File: src/rtl/cpu_types_pkg.sv
`default_nettype none
// cpu_types_pkg: shared data-cache types (word, address split, controller state). Rev 1.0
package cpu_types_pkg;

  localparam int DC_TAG_W = 26;
  localparam int DC_IDX_W = 3;

  typedef logic [31:0] word_t;

  typedef struct packed {
    logic [DC_TAG_W-1:0] tag;
    logic [DC_IDX_W-1:0] idx;
    logic                blkoff;
    logic [1:0]          bytoff;
  } dcaddr_t;

  typedef enum logic [2:0] {
    IDLE   = 3'd0,
    WB0    = 3'd1,
    WB1    = 3'd2,
    FETCH0 = 3'd3,
    FETCH1 = 3'd4
  } dcache_state_t;

  function automatic logic [DC_TAG_W-1:0] addr_tag(input word_t a);
    dcaddr_t s;
    s = a;
    return s.tag;
  endfunction

  function automatic logic [DC_IDX_W-1:0] addr_idx(input word_t a);
    dcaddr_t s;
    s = a;
    return s.idx;
  endfunction

endpackage
`default_nettype wire

File: src/rtl/dcache_lru.sv
`default_nettype none
// dcache_lru: per-set most-recently-used way bits and replacement-way selection. Rev 1.0
module dcache_lru #(
  parameter int NSETS = 8,
  parameter int IDX_W = 3
) (
  input  logic             CLK,
  input  logic             nRST,
  input  logic [IDX_W-1:0] rd_idx_i,
  input  logic             valid0_i,
  input  logic             valid1_i,
  input  logic             upd_en_i,
  input  logic [IDX_W-1:0] upd_idx_i,
  input  logic             upd_way_i,
  output logic             victim_o
);

  logic [NSETS-1:0] lru_q;

  always_ff @(posedge CLK or negedge nRST) begin
    if (!nRST) begin
      lru_q <= '0;
    end else if (upd_en_i) begin
      lru_q[upd_idx_i] <= upd_way_i;
    end
  end

  // An invalid way is always preferred; way 0 wins when both are empty.
  always_comb begin
    victim_o = 1'b0;
    if (valid0_i && valid1_i) begin
      victim_o = ~lru_q[rd_idx_i];
    end else if (valid0_i) begin
      victim_o = 1'b1;
    end
  end

endmodule
`default_nettype wire

File: src/rtl/dcache_controller.sv
`default_nettype none
// dcache_controller: 2-way D$ miss handling (writeback + 2-word refill) and LRU owner.
// Optional hit counter enabled by DCACHE_HITCNT_EN. Rev 1.0
module dcache_controller
  import cpu_types_pkg::*;
#(
  parameter int NSETS = 8
) (
  input  logic        CLK,
  input  logic        nRST,
  input  logic        dmemREN,
  input  logic        dmemWEN,
  input  logic [31:0] dmemaddr,
  input  logic        miss,
  input  logic        setsel,
  input  logic        valid0,
  input  logic        valid1,
  input  logic        dirty0,
  input  logic        dirty1,
  input  logic [25:0] tag0,
  input  logic [25:0] tag1,
  input  logic [63:0] data0,
  input  logic [63:0] data1,
  input  logic        dwait,
  input  logic [31:0] dload,
  output logic        dREN,
  output logic        dWEN,
  output logic [31:0] daddr,
  output logic [31:0] dstore,
  output logic        fill_en,
  output logic        fill_way,
  output logic        fill_word,
  output logic [31:0] fill_data,
  output logic        tag_wen,
  output logic        victim,
  output logic        dhit
`ifdef DCACHE_HITCNT_EN
  ,
  output logic [31:0] hit_count
`endif
);

  dcache_state_t         state_q;
  logic [DC_IDX_W-1:0]   idx_q;
  logic [DC_TAG_W-1:0]   tag_q;
  logic                  victim_q;
  logic [DC_TAG_W-1:0]   vtag_q;
  logic [63:0]           vdata_q;

  logic [DC_IDX_W-1:0]   req_idx;
  logic [DC_TAG_W-1:0]   req_tag;
  logic                  req;
  logic                  vic_valid;
  logic                  vic_dirty;
  logic                  lru_upd_en;
  logic [DC_IDX_W-1:0]   lru_upd_idx;
  logic                  lru_upd_way;

  assign req_idx   = addr_idx(dmemaddr);
  assign req_tag   = addr_tag(dmemaddr);
  assign req       = dmemREN | dmemWEN;
  assign vic_valid = victim ? valid1 : valid0;
  assign vic_dirty = victim ? dirty1 : dirty0;
  assign dhit      = (state_q == IDLE) && req && !miss;
  assign fill_data = dload;

  dcache_lru #(
    .NSETS (NSETS),
    .IDX_W (DC_IDX_W)
  ) u_lru (
    .CLK       (CLK),
    .nRST      (nRST),
    .rd_idx_i  (req_idx),
    .valid0_i  (valid0),
    .valid1_i  (valid1),
    .upd_en_i  (lru_upd_en),
    .upd_idx_i (lru_upd_idx),
    .upd_way_i (lru_upd_way),
    .victim_o  (victim)
  );

  // Victim tag and words are captured at the miss so a moving request address cannot corrupt the writeback.
  always_ff @(posedge CLK or negedge nRST) begin
    if (!nRST) begin
      state_q  <= IDLE;
      idx_q    <= '0;
      tag_q    <= '0;
      victim_q <= 1'b0;
      vtag_q   <= '0;
      vdata_q  <= '0;
    end else begin
      case (state_q)
        IDLE: begin
          if (req && miss) begin
            idx_q    <= req_idx;
            tag_q    <= req_tag;
            victim_q <= victim;
            vtag_q   <= victim ? tag1 : tag0;
            vdata_q  <= victim ? data1 : data0;
            state_q  <= (vic_valid && vic_dirty) ? WB0 : FETCH0;
          end
        end
        WB0:     if (!dwait) state_q <= WB1;
        WB1:     if (!dwait) state_q <= FETCH0;
        FETCH0:  if (!dwait) state_q <= FETCH1;
        FETCH1:  if (!dwait) state_q <= IDLE;
        default: state_q <= IDLE;
      endcase
    end
  end

  always_comb begin
    dREN        = 1'b0;
    dWEN        = 1'b0;
    daddr       = '0;
    dstore      = '0;
    fill_en     = 1'b0;
    fill_way    = 1'b0;
    fill_word   = 1'b0;
    tag_wen     = 1'b0;
    lru_upd_en  = 1'b0;
    lru_upd_idx = req_idx;
    lru_upd_way = setsel;
    case (state_q)
      IDLE: begin
        lru_upd_en = dhit;
      end
      WB0: begin
        dWEN   = 1'b1;
        daddr  = {vtag_q, idx_q, 1'b0, 2'b00};
        dstore = vdata_q[31:0];
      end
      WB1: begin
        dWEN   = 1'b1;
        daddr  = {vtag_q, idx_q, 1'b1, 2'b00};
        dstore = vdata_q[63:32];
      end
      FETCH0: begin
        dREN     = 1'b1;
        daddr    = {tag_q, idx_q, 1'b0, 2'b00};
        fill_way = victim_q;
        fill_en  = !dwait;
      end
      FETCH1: begin
        dREN        = 1'b1;
        daddr       = {tag_q, idx_q, 1'b1, 2'b00};
        fill_way    = victim_q;
        fill_word   = 1'b1;
        fill_en     = !dwait;
        tag_wen     = !dwait;
        lru_upd_en  = !dwait;
        lru_upd_idx = idx_q;
        lru_upd_way = victim_q;
      end
      default: begin
        dREN = 1'b0;
      end
    endcase
  end

`ifdef DCACHE_HITCNT_EN
  logic [31:0] hit_cnt_q;
  logic [31:0] hit_cnt_d;

  assign hit_cnt_d = hit_cnt_q + 32'd1;
  assign hit_count = hit_cnt_q;

  always_ff @(posedge CLK or negedge nRST) begin
    if (!nRST) begin
      hit_cnt_q <= '0;
    end else if (dhit) begin
      hit_cnt_q <= hit_cnt_d;
    end
  end
`endif

endmodule
`default_nettype wire

File: config.mk
export PLATFORM = sky130hd
export DESIGN_NAME = dcache_controller
export DESIGN_NICKNAME = d
export VERILOG_FILES = /design/src/rtl/cpu_types_pkg.sv /design/src/rtl/dcache_lru.sv /design/src/rtl/dcache_controller.sv
export SDC_FILE = /design/constraint.sdc
export NUM_CORES = 1
export LEC_CHECK = 0
export CAP_MARGIN = 40
export CORE_ASPECT_RATIO = 1.5
export CORE_MARGIN = 10
export CORE_UTILIZATION = 41
export CTS_BUF_LIST = sky130_fd_sc_hd__clkbuf_8
export CTS_CLUSTER_DIAMETER = 200
export CTS_CLUSTER_SIZE = 24
export DETAILED_ROUTE_END_ITERATION = 6
export PLACE_DENSITY = 0.81
export SLEW_MARGIN = 25
export SYNTH_ARGS = -nofsm -noshare
export SYNTH_HDL_FRONTEND = slang
export SYNTH_SLANG_ARGS = --single-unit
File: constraint.sdc
create_clock -name CLK -period 2.9 [get_ports CLK]
set_input_delay 0.725 -clock CLK [delete_from_list [all_inputs] [get_ports CLK]]
set_output_delay 0.725 -clock CLK [all_outputs]
set_load 0.02 [all_outputs]
* Word level (Yosys, flattened, before mapping) *
Cells that the tools add are included.

cells by class
  muxes and demuxes = 29
  multiply operators = 0
  order comparisons = 3
  shift operators = 0
  equal/unequal tests = 9
  reductions and logical operators = 13
  add/subtract/negate cells = 0
  bitwise operators = 2
  divide/modulo/power cells = 0

operator list
  cell                number
  $pmux 32 s4         1
  $mux 64             1
  $pmux 32 s2         1
  $mux 26             1
  $mux 3              6
  $pmux 3 s5          1
  $mux 1              13
  $bwmux 8            1
  $lt 3x4->1 const B  2
  $ne 2x2->1 const B  4
  $eq 3x2->1 const B  2
  $logic_and 1x1->1   6
  $reduce_and 5->1    1
  $reduce_or 2->1     2
  $bmux 1 s3          1
  $demux 1 s3         1
  $eq 3x1->1 const B  1
  $eq 3x3->1 const B  1
  $ge 3x1->1 const B  1
  $logic_not 3->1     1
  $logic_not 1->1     2
  $mux 2              1
  $ne 2x1->1 const B  1
  $pmux 1 s2          1
  other kinds (3)     3

storage, ports and cells
  memories = 0
  input port bits = 255
  latch bits = 0
  output and inout bits = 104
  memory bits (writable) = 0
  memory bits (read-only) = 0
  register bits after elaboration = 131

* Logic depth before layout (Yosys ltp) *
Gate-level depths: netlist of run 1.

  word-level depth = 9
  depth in mapped cells = 8

* Hierarchy *
From an unflattened synthesis of run 1, not the netlist that was laid out.

second synthesis, totals
  cell total of the unflattened synthesis = 538
  area, all modules = 7252.0 µm²

by module, submodules not included
  module             area an instance (µm²)  cells an instance  seq. area each (µm²)  instances
  dcache_controller  6821.5                  503                3078.0                1
  dcache_lru         430.4                   35                 200.2                 1

* Worst setup path before layout of run 1 *
OpenSTA, ideal clock, no wires.

  kind = in2out
  start = in dmemaddr[3]
  end = out victim
  path slack = 0.118 ns
  stages on the path = 5
  data arrival time = 2.057 ns
  path through = buf_2 -> nor2b_1 -> a2111oi_0 -> nor3_2 -> a21boi_0

between the ends
  cells in the longest elaborated chain, start to end = 4

ends and longest elaborated chain
  what                          line                     text
  start: declaration            dcache_controller.sv:13  input logic [31:0] dmemaddr,
  $bmux 1 s3                    dcache_lru.sv:32         victim_o = ~lru_q[rd_idx_i];
  $mux 1 (not written as such)  dcache_lru.sv:32
  $not 1->1                     dcache_lru.sv:32
  $mux 1                        dcache_lru.sv:31         if (valid0_i && valid1_i) begin
  end: declaration              dcache_controller.sv:35  output logic victim,

Every way passes these cells. The select of a mux whose other input is x is not followed.

* Worst setup path after layout of run 1 *
  start = reg state_q[1]
  end = out dstore[8]

between the ends
  cells in the longest elaborated chain, start to end = 2
  elaborated cells on any way between the ends = 3
  classes of those cells = eq/ne: 2; mux: 1

ends and longest elaborated chain
  what                                             line                      text
  start: declaration                               dcache_controller.sv:43   dcache_state_t state_q;
  start signal: assignment                         dcache_controller.sv:100  state_q <= (vic_valid && vic_dirty) ? WB0 : FETCH0;
  $eq 3x2->1 / $eq 3x1->1 (equally long branches)  dcache_controller.sv:124  case (state_q)
  $pmux 32 s2 (*)                                  dcache_controller.sv:124
  end: declaration                                 dcache_controller.sv:29   output logic [31:0] dstore,

Every way passes the cells marked *; elsewhere a longest branch is shown, timed or not.

==> results of run 1 <==
==> layer usage <==
metal | wire [microns] | up-vias | GRT usage (%)
li1 | - | 2765 | -
met1 | 8860 | 2927 | 21.9
met2 | 12600 | 251 | 36.9
met3 | 1530 | 62 | 6.15
met4 | 932 | 0 | 9.83
met5 | 0 | - | 0
==> flip-flops by register name, summed over array words and instances (netlist names) <==
signal and count:
vdata_q 64, tag_q 26, vtag_q 26, u_lru.lru_q 8, idx_q 3, state_q 3
victim_q 1
==> critical path, cell delays in order (launching register included) <==
cell	delay, ns
dfrtp_1	0.43
buf_4	0.18
nor3b_2	0.25
buf_12	0.23
a22o_1	0.16
dlygate4sd2_1	0.38
==> cell type report <==
cell class / count / area share, %
timing repair buffer: 317 / 30.9
sequential: 131 / 32.5
multi-input combinational: 410 / 30.0
tap: 206 / 2.56
inverter: 1 / 0.0621
clock inverter: 14 / 1.42
clock buffer: 18 / 2.46
==> power groups by stage <==
stage | registers, W | clock network (W) | logic, W
6_report | 0.00321 | 0.00156 | 0.00601
3_3_place_gp | 0.00319 | 0 | 0.00649
4_1_cts | 0.00320 | 0.00160 | 0.00606
5_1_grt | 0.00330 | 0.00169 | 0.00646
2_1_floorplan | 0.00306 | 0 | 0.00389
3_5_place_dp | 0.00322 | 0 | 0.00657
==> per-stage QoR <==
stage	total power, W	hold WS (ns)	utilization (%)	cell area, sq um
floorplan	0.00695	0.429	-	6740
global placement	0.00968	0.458	60.4	9780
detailed placement	0.00979	0.466	60.4	9780
CTS	0.0109	0.210	62.3	10100
global route	0.0115	0.200	62.2	10100
finish	0.0108	0.214	62.2	10100
==> how the worst max path moves through the flow <==
stage,from,to,depth (start not counted)
floorplan,dmemaddr[3],victim,5
global placement,dmemaddr[3],victim,7
detailed placement,dmemaddr[3],victim,7
CTS,state_q[1],daddr[8],5
global route,state_q[1],daddr[15],5
finish,state_q[1],dstore[8],5
==> cell families (layout without fill, tap and decap cells) <==
family / after synthesis / after routing / synth area share, %
DFF: 131 / 131 / 48.6
muxes: 11 / 11 / 1.87
other: 1 / 2 / 0.0556
and+or+nand+nor: 228 / 228 / 17.3
AOI/OAI and AO/OA: 167 / 167 / 24.7
xor gates and xnor gates: 2 / 2 / 0.260
buffers and inverters: 86 / 350 / 7.17
==> Yosys cell counts, types with 2 or more instances <==
| library cell | count | area (sq um) |
|---|---|---|
| o21a_1 | 3 | 22.5 |
| a21oi_1 | 2 | 10.0 |
| o221a_1 | 54 | 608 |
| a211oi_1 | 2 | 15.0 |
| xnor2_1 | 2 | 17.5 |
| buf_2 | 20 | 100 |
| nor3_1 | 3 | 15.0 |
| o21ai_0 | 2 | 10.0 |
| buf_1 | 2 | 7.51 |
| clkbuf_1 | 28 | 105 |
| mux2_1 | 4 | 45.0 |
| nand3b_1 | 2 | 15.0 |
| buf_4 | 34 | 255 |
| nand2b_1 | 94 | 588 |
| a22o_1 | 59 | 517 |
| dfrtp_1 | 131 | 3280 |
| nor2b_1 | 7 | 43.8 |
| or3_1 | 2 | 12.5 |
| nand2_1 | 100 | 375 |
| nand3_1 | 3 | 15.0 |
| mux2_2 | 5 | 56.3 |
| nor2_1 | 9 | 33.8 |
| o221a_2 | 36 | 405 |
==> what timing repair did <==
item                       CTS  global route
hold endpoints to repair     0             0
gates resized for setup     79            45
setup endpoints to repair   69            31
==> flow_summary_export.csv, run 1 <==
group,metric,value,unit
run_status,status,"completed",
pwr,power_frac_clock,14.5,%
yosys,synth_area,6740,sq um
min_path,hold_path_class,"primary input to asynchronous set/reset pin",
clock_tree,clock_path_buffers,2,
finish,multi_input_area,3030,sq um
yosys,synthArstFlopShare,100,%
timing,final-setup-viol-count,0,
timing,drv_slew,0,
finish,nFillCells,1353,
yosys,yosysUniqueCellTypes,45,
drt,firstDrtPassIters,5,
critical_path,path_class,"flip-flop to primary output",
grt,grt_antenna_before_repair,0,
yosys,ys_seq_area_share,48.6,%
clock_tree,cts.sinks,131,
grt,grt.total_usage,20.7,%
yosys,avgSynthCellArea,10.8,sq um
clock_tree,insertion_delay,0.44,ns
pwr,powerDensity,1070,nW/um^2
pwr,p_comb_share,55.7,%
critical_path,reg2reg_slack,0.60,ns
critical_path,reg2reg_from,"state_q[1]",
pwr,internal_power,0.00636,W
pwr,switching_share,41.0,%
place,place_inst,1065,
yosys,synth_edf_count,0,
timing,fin_crit_sh,97.1,%
critical_path,critPathLaunchType,"flip-flop",
clock_tree,cts_buffers,17,
place,port-buffer-count,289,
grt,grt_pass1_wl,36800,microns
timing,relSlewSlack,58.9,%
yosys,synth-seq-cells,131,
critical_path,cp_max_fo,32,
critical_path,end_kind,"primary output",
drt,drt-total-wl,23900,microns
grt,grt.overflow.total,0,
finish,layout.cells.non_filler,1097,
die,dieArea,22100,sq um
clock_tree,clk_pin_slew,0.09,ns
place,gp_congestion,0.828,
drt,drtIter0Drc,427,
timing,period_minus_slack,2.82,ns
job,maxCapViolations,0,
timing,timing.fmax,355,MHz
critical_path,r2r_cells,7,
clock_tree,post-cts-setup-buffers,0,
die,die_h,177,microns
finish,regArea,3280,sq um
finish,mostFrequentLayoutCells,"clkdlybuf4s50_1, dfrtp_1, nand2_1",
yosys,syn-instance-count,626,
pwr,p_leak,4.38,nW
pwr,p_seq_share,29.8,%
critical_path,cp.required,2.17,ns
pwr,switchingPower,0.00442,W
finish,syn_to_final_growth,49.5,%
drt,viasPerCell,5.47,
drt,drc_errors,0,
timing,tightest_slew,0.616,ns
clock_tree,cts_htree_levels,4,
drt,ant_nets,0,
finish,nNetsFinal,1133,
timing,setup_ws,0.0837,ns
critical_path,worstPathArrival,2.09,ns
timing,fin_tns_setup,0,ns
die,num_rows,57,
finish,layout-drive-gt1-share,14.9,%
yosys,synthFlopType,"dfrtp_1",
die,pin_count,359,
yosys,synth-warning-count,0,
timing,rsz0062_at_grt,"false",
critical_path,reg2reg_to,"vtag_q[23]",
pwr,vdd_ir_drop_max,0.000765,V
grt,grt_max_degree,121,
finish,layout_commonest_cell,"clkdlybuf4s50_1",
place,dp_slack,-0.590,ns
die,dieWidth,125,microns
clock_tree,cts_hold_buf,0,
timing,skew,0.0151,ns
timing,final_hold_viol_count,0,
drt,route.detailed.wl_per_inst,21.8,microns
die,initial_core_util,41.6,%
finish,n_antenna_cell,0,
grt,grt_pass1_vias,6596,
clock_tree,clock-root-buffer,"clkbuf_8",
drt,vias,6005,
die,core-area,16200,sq um
clock_tree,cts_tree,"yes",
place,dpl.hpwl,17600,microns
Power figures use the tool's default switching activity.
==> run 2, diff against run 1 <==
CORE_AREA = 2 2 140 142   (was default)
CORE_ASPECT_RATIO = default   (was 1.5)
CORE_MARGIN = default   (was 10)
CORE_UTILIZATION = default   (was 41)
DIE_AREA = 0 0 142 144   (was default)
PLACE_DENSITY = 0.72   (was 0.81)
==> run 2 against run 1 <==
- critical path depth is the same
- clock skew is 0.0021 ns lower
- fmax up 0.73%
- first-iteration DRC count down 7.7%
==> flow_summary_export.csv, run 2 (synthesis results as in run 1) <==
group,metric,value,unit
drt,viasPerCell,5.22,
grt,grt.total_usage,21.1,%
drt,ant_nets,0,
finish,nNetsFinal,1142,
clock_tree,clk_pin_slew,0.08,ns
critical_path,path_class,"flip-flop to primary output",
critical_path,worstPathArrival,2.07,ns
pwr,p_leak,4.47,nW
drt,firstDrtPassIters,5,
timing,final_hold_viol_count,0,
grt,grt.overflow.total,0,
drt,vias,5930,
die,initial_core_util,35.3,%
timing,period_minus_slack,2.80,ns
min_path,hold_path_class,"primary input to asynchronous set/reset pin",
timing,final-setup-viol-count,0,
die,dieArea,20400,sq um
clock_tree,clock-root-buffer,"clkbuf_8",
grt,grt_pass1_vias,5855,
critical_path,cp.required,2.17,ns
timing,fin_crit_sh,96.4,%
place,post_dp_cell_area,9870,sq um
pwr,vdd_ir_drop_max,0.000419,V
finish,layout_commonest_cell,"clkdlybuf4s50_1",
clock_tree,cts_hold_buf,0,
timing,tightest_slew,0.531,ns
clock_tree,cts_buffers,17,
finish,multi_input_area,3050,sq um
critical_path,cp_max_fo,14,
clock_tree,cts.sinks,131,
grt,grt_pass1_wl,33100,microns
clock_tree,cts_htree_levels,4,
place,port-buffer-count,289,
die,dieWidth,142,microns
critical_path,end_kind,"primary output",
pwr,powerDensity,1060,nW/um^2
finish,largest_reg_flops,64,
grt,grt_max_degree,66,
clock_tree,cts_tree,"yes",
timing,skew,0.0131,ns
finish,regMostFlops,"vdata_q",
clock_tree,clock_path_buffers,2,
finish,postLayoutCellArea,10200,sq um
finish,layout-drive-gt1-share,16.2,%
die,core-area,19100,sq um
drt,drc_errors,0,
clock_tree,insertion_delay,0.44,ns
place,dpl.hpwl,15100,microns
finish,reg.largest.list,"vdata_q (64), tag_q (26), vtag_q (26)",
drt,drtIter0Drc,394,
timing,timing.fmax,358,MHz
place,dp_slack,-0.580,ns
die,die_h,144,microns
run_status,status,"completed",
place,gp_congestion,0.860,
job,maxCapViolations,0,
finish,mostFrequentLayoutCells,"clkdlybuf4s50_1, dfrtp_1, nand2_1",
drt,route.detailed.wl_per_inst,19.0,microns
finish,regArea,3280,sq um
timing,setup_ws,0.104,ns
critical_path,r2r_cells,6,
finish,syn_to_final_growth,51.3,%
timing,drv_slew,0,
critical_path,critPathLaunchType,"flip-flop",
die,num_rows,51,
finish,nFillCells,1716,
die,pin_count,359,
finish,n_antenna_cell,0,
grt,grt_antenna_before_repair,0,
timing,relSlewSlack,64.6,%
drt,drt-total-wl,21600,microns
==> run 2: cell count changes in the layout (fill, tap and decap cells not counted), sizes merged, moves of 2 or more <==
cell           previous run  this run
clkbuf                   31        20
clkinvlp                  5         2
dlygate4sd2              39        36
buf                      30        54
clkinv                    0         5
inv                       9         5
clkdlybuf4s15            17        15
==> run 2: routing by layer <==
layer / GRT usage (%) / wire, microns
met2: 32.4 / 10000
met3: 6.72 / 1710
met4: 6.74 / 381
met5: 0 / 0
met1: 28.5 / 9500
==> run 2: path summary, 6_finish.rpt <==
path / slack, ns / from / endpoint
min reg2reg: 0.48 / tag_q[6] / tag_q[6]
min in group CLK: 0.48 / tag_q[6] / tag_q[6]
max in group asynchronous: 1.85 / nRST / vdata_q[17]
max reg2reg: 0.68 / state_q[0] / u_lru.lru_q[0]
min: 0.22 / nRST / tag_q[23]
max: 0.10 / state_q[1] / daddr[4]
==> run 2: per-stage QoR <==
step | setup TNS, ns | cells | total power [W] | util, % | hold slack (ns)
finish | 0 | 1137 | 0.0108 | 53.4 | 0.218
global route | -0.000523 | 1137 | 0.0116 | 53.4 | 0.236
CTS | -0.0217 | 1136 | 0.0109 | 53.3 | 0.224
detailed placement | -5.48 | 1103 | 0.00981 | 51.7 | 0.463
global placement | -5.61 | 1103 | 0.00974 | 51.7 | 0.457
floorplan | 0 | 627 | 0.00695 | - | 0.429
==> run 2: where the power goes <==
| group | internal [W] | switching (W) |
|---|---|---|
| combinational | 0.00304 | 0.00307 |
| sequential | 0.00272 | 0.000513 |
| clock | 0.000767 | 0.000734 |
==> run 2: repair_timing <==
action / 4_1_cts / 5_1_grt
gates resized for setup: 120 / 26
gates cloned: 1 / 0
buffers inserted: 1 / 1
endpoints found under the setup margin: 67 / 28
pin swaps: 1 / 1
==> run 2: critical path: stages, from the launching register on <==
cell and delay [ns]:
dfrtp_2 0.44, or3b_1 0.37, nand2_1 0.15, buf_6 0.19, o21a_1 0.15, dlygate4sd2_1 0.34
==> run 2: cell type report <==
| cell class | instances | area share, % |
|---|---|---|
| inverters | 1 | 0.0368 |
| well taps | 238 | 2.92 |
| clock inverters | 13 | 1.18 |
| clock buffers | 18 | 2.43 |
| multi-input cells | 410 | 29.9 |
| repair buffers | 326 | 31.4 |
| flip-flops and latches | 131 | 32.2 |
==> patch: new RTL, settings of run 2 <==
The option `DCACHE_HITCNT_EN` is turned on by a define.
--- a/src/rtl/dcache_controller.sv
+++ b/src/rtl/dcache_controller.sv
@@ -2,4 +2,6 @@
 // dcache_controller: 2-way D$ miss handling (writeback + 2-word refill) and LRU owner.
 // Optional hit counter enabled by DCACHE_HITCNT_EN. Rev 1.0
+`define DCACHE_HITCNT_EN
+
 module dcache_controller
   import cpu_types_pkg::*;
Formal check against the unedited RTL (old outputs only; new: hit_count): equivalent (Yosys induction, for registers that start in step).
==> patch against run 2 <==
Hold slack better by 0.0084 ns; highest routed layer unchanged; power is 14% higher; worst setup slack worse by 0.032 ns; wire length up 54%; critical path type unchanged; cell area is 41% higher; count of clock-buffer cells in the layout fell by 1; utilization grew 22 points; maximum frequency is 1.1% lower; area after synthesis grew 58%; first-iteration DRC count increased by 62%; sequential cell count is 32 higher.
==> patch: results (changes against run 2) <==
synth-xor-area-share_pct: 2.71  # +2.5 points
ys_types: 53  # +18%
cp_top_family: "simple AND/OR/NAND/NOR gates"
skew_ns: 0.0202  # +0.00714 ns
synthCells: 1063  # +70%
p_switching_mw: 5.34  # +24%
post-place-ws_ns: -0.592  # -0.0123 ns
clkTransAtPathRegs_ns: 0.10  # +0.02 ns
worstPathArrival_ns: 2.10  # +0.03 ns
htreeDepth: 4  # unchanged
hpwl_um: 22400  # +48%
slowest_stage: "dfrtp_1"
placed_area_um2: 14100  # +43%
p_leak_nw: 5.69  # +27%
vdd_drop_max_mv: 0.587  # +40%
tightest_slew_ns: 0.790  # +0.259 ns
seqPwrFrac_pct: 30.7  # +0.9 points
drive_above_1_share_pct: 23.2  # +7.0 points
gr-usage-all-layers_pct: 32.5  # +11 points
wl_um: 33300  # +54%
synth_area_leaders: "dfrtp_1 (38%), a221oi_2 (13%), o221ai_2 (9.9%), nand2_1 (6.7%), a22o_1 (4.9%)"
grt_pass1_wl_um: 52500  # +59%
critical-path-max-stage-delay_ns: 0.42  # -0.02 ns
yosys-mux-area-fraction_pct: 1.91  # +0.040 points
drtPass1Iterations: 7  # +2
io_buffers: 321  # +11%
cts_resized: 155  # +29%
fin_cells: 1572  # +38%
outcome: "complete, no violations"
gp_congestion: 0.863  # +0.41%
grt_max_degree: 96  # +45%
dp.cells: 1538  # +39%
drt-initial-drc-count: 638  # +62%
ys_seq_area_share_pct: 38.3  # -10 points
synth_compound_area_share_pct: 30.3  # +5.6 points
synth_fa_ha_area_share_pct: 0.117  # +0.12 points
grt_pass1_vias: 9695  # +66%
ys_top_cells_by_count: "nand2_1 (191), dfrtp_1 (163), nor2_1 (98), nor3_1 (93), a221oi_2 (90)"
powerClk_mw: 1.70  # +13%
post_cts.repair.setup_buffers: 0  # -1
-- patch: path summary, 6_finish.rpt --
| check | to | depth (start not counted) | slack (ns) | from |
|---|---|---|---|---|
| worst min-delay path | tag_q[9] | 1 | 0.23 | nRST |
| worst max-delay path | daddr[11] | 6 | 0.07 | state_q[1] |
| min in group CLK | tag_q[23] | 2 | 0.48 | tag_q[23] |
| worst max register to register | state_q[1] | 6 | 0.50 | u_lru.lru_q[7] |
| worst min register to register | tag_q[23] | 2 | 0.48 | tag_q[23] |
| max in group asynchronous | hit_count[13] | 2 | 1.93 | nRST |
-- patch: cell type report --
type / count / area (µm²)
multi-input cells: 759 / 5820
fillers: 1425 / 4720
flip-flops and latches: 163 / 4080
repair buffers: 376 / 3750
well taps: 238 / 298
clock buffers: 17 / 234
clock inverters: 15 / 158
inverters: 4 / 15.0
-- patch: metal layers --
metal,share of wire (%),GRT usage (%)
met1,39,41.4
met2,49,53.1
met3,8.1,8.64
met4,3.4,12.9
met5,0,0
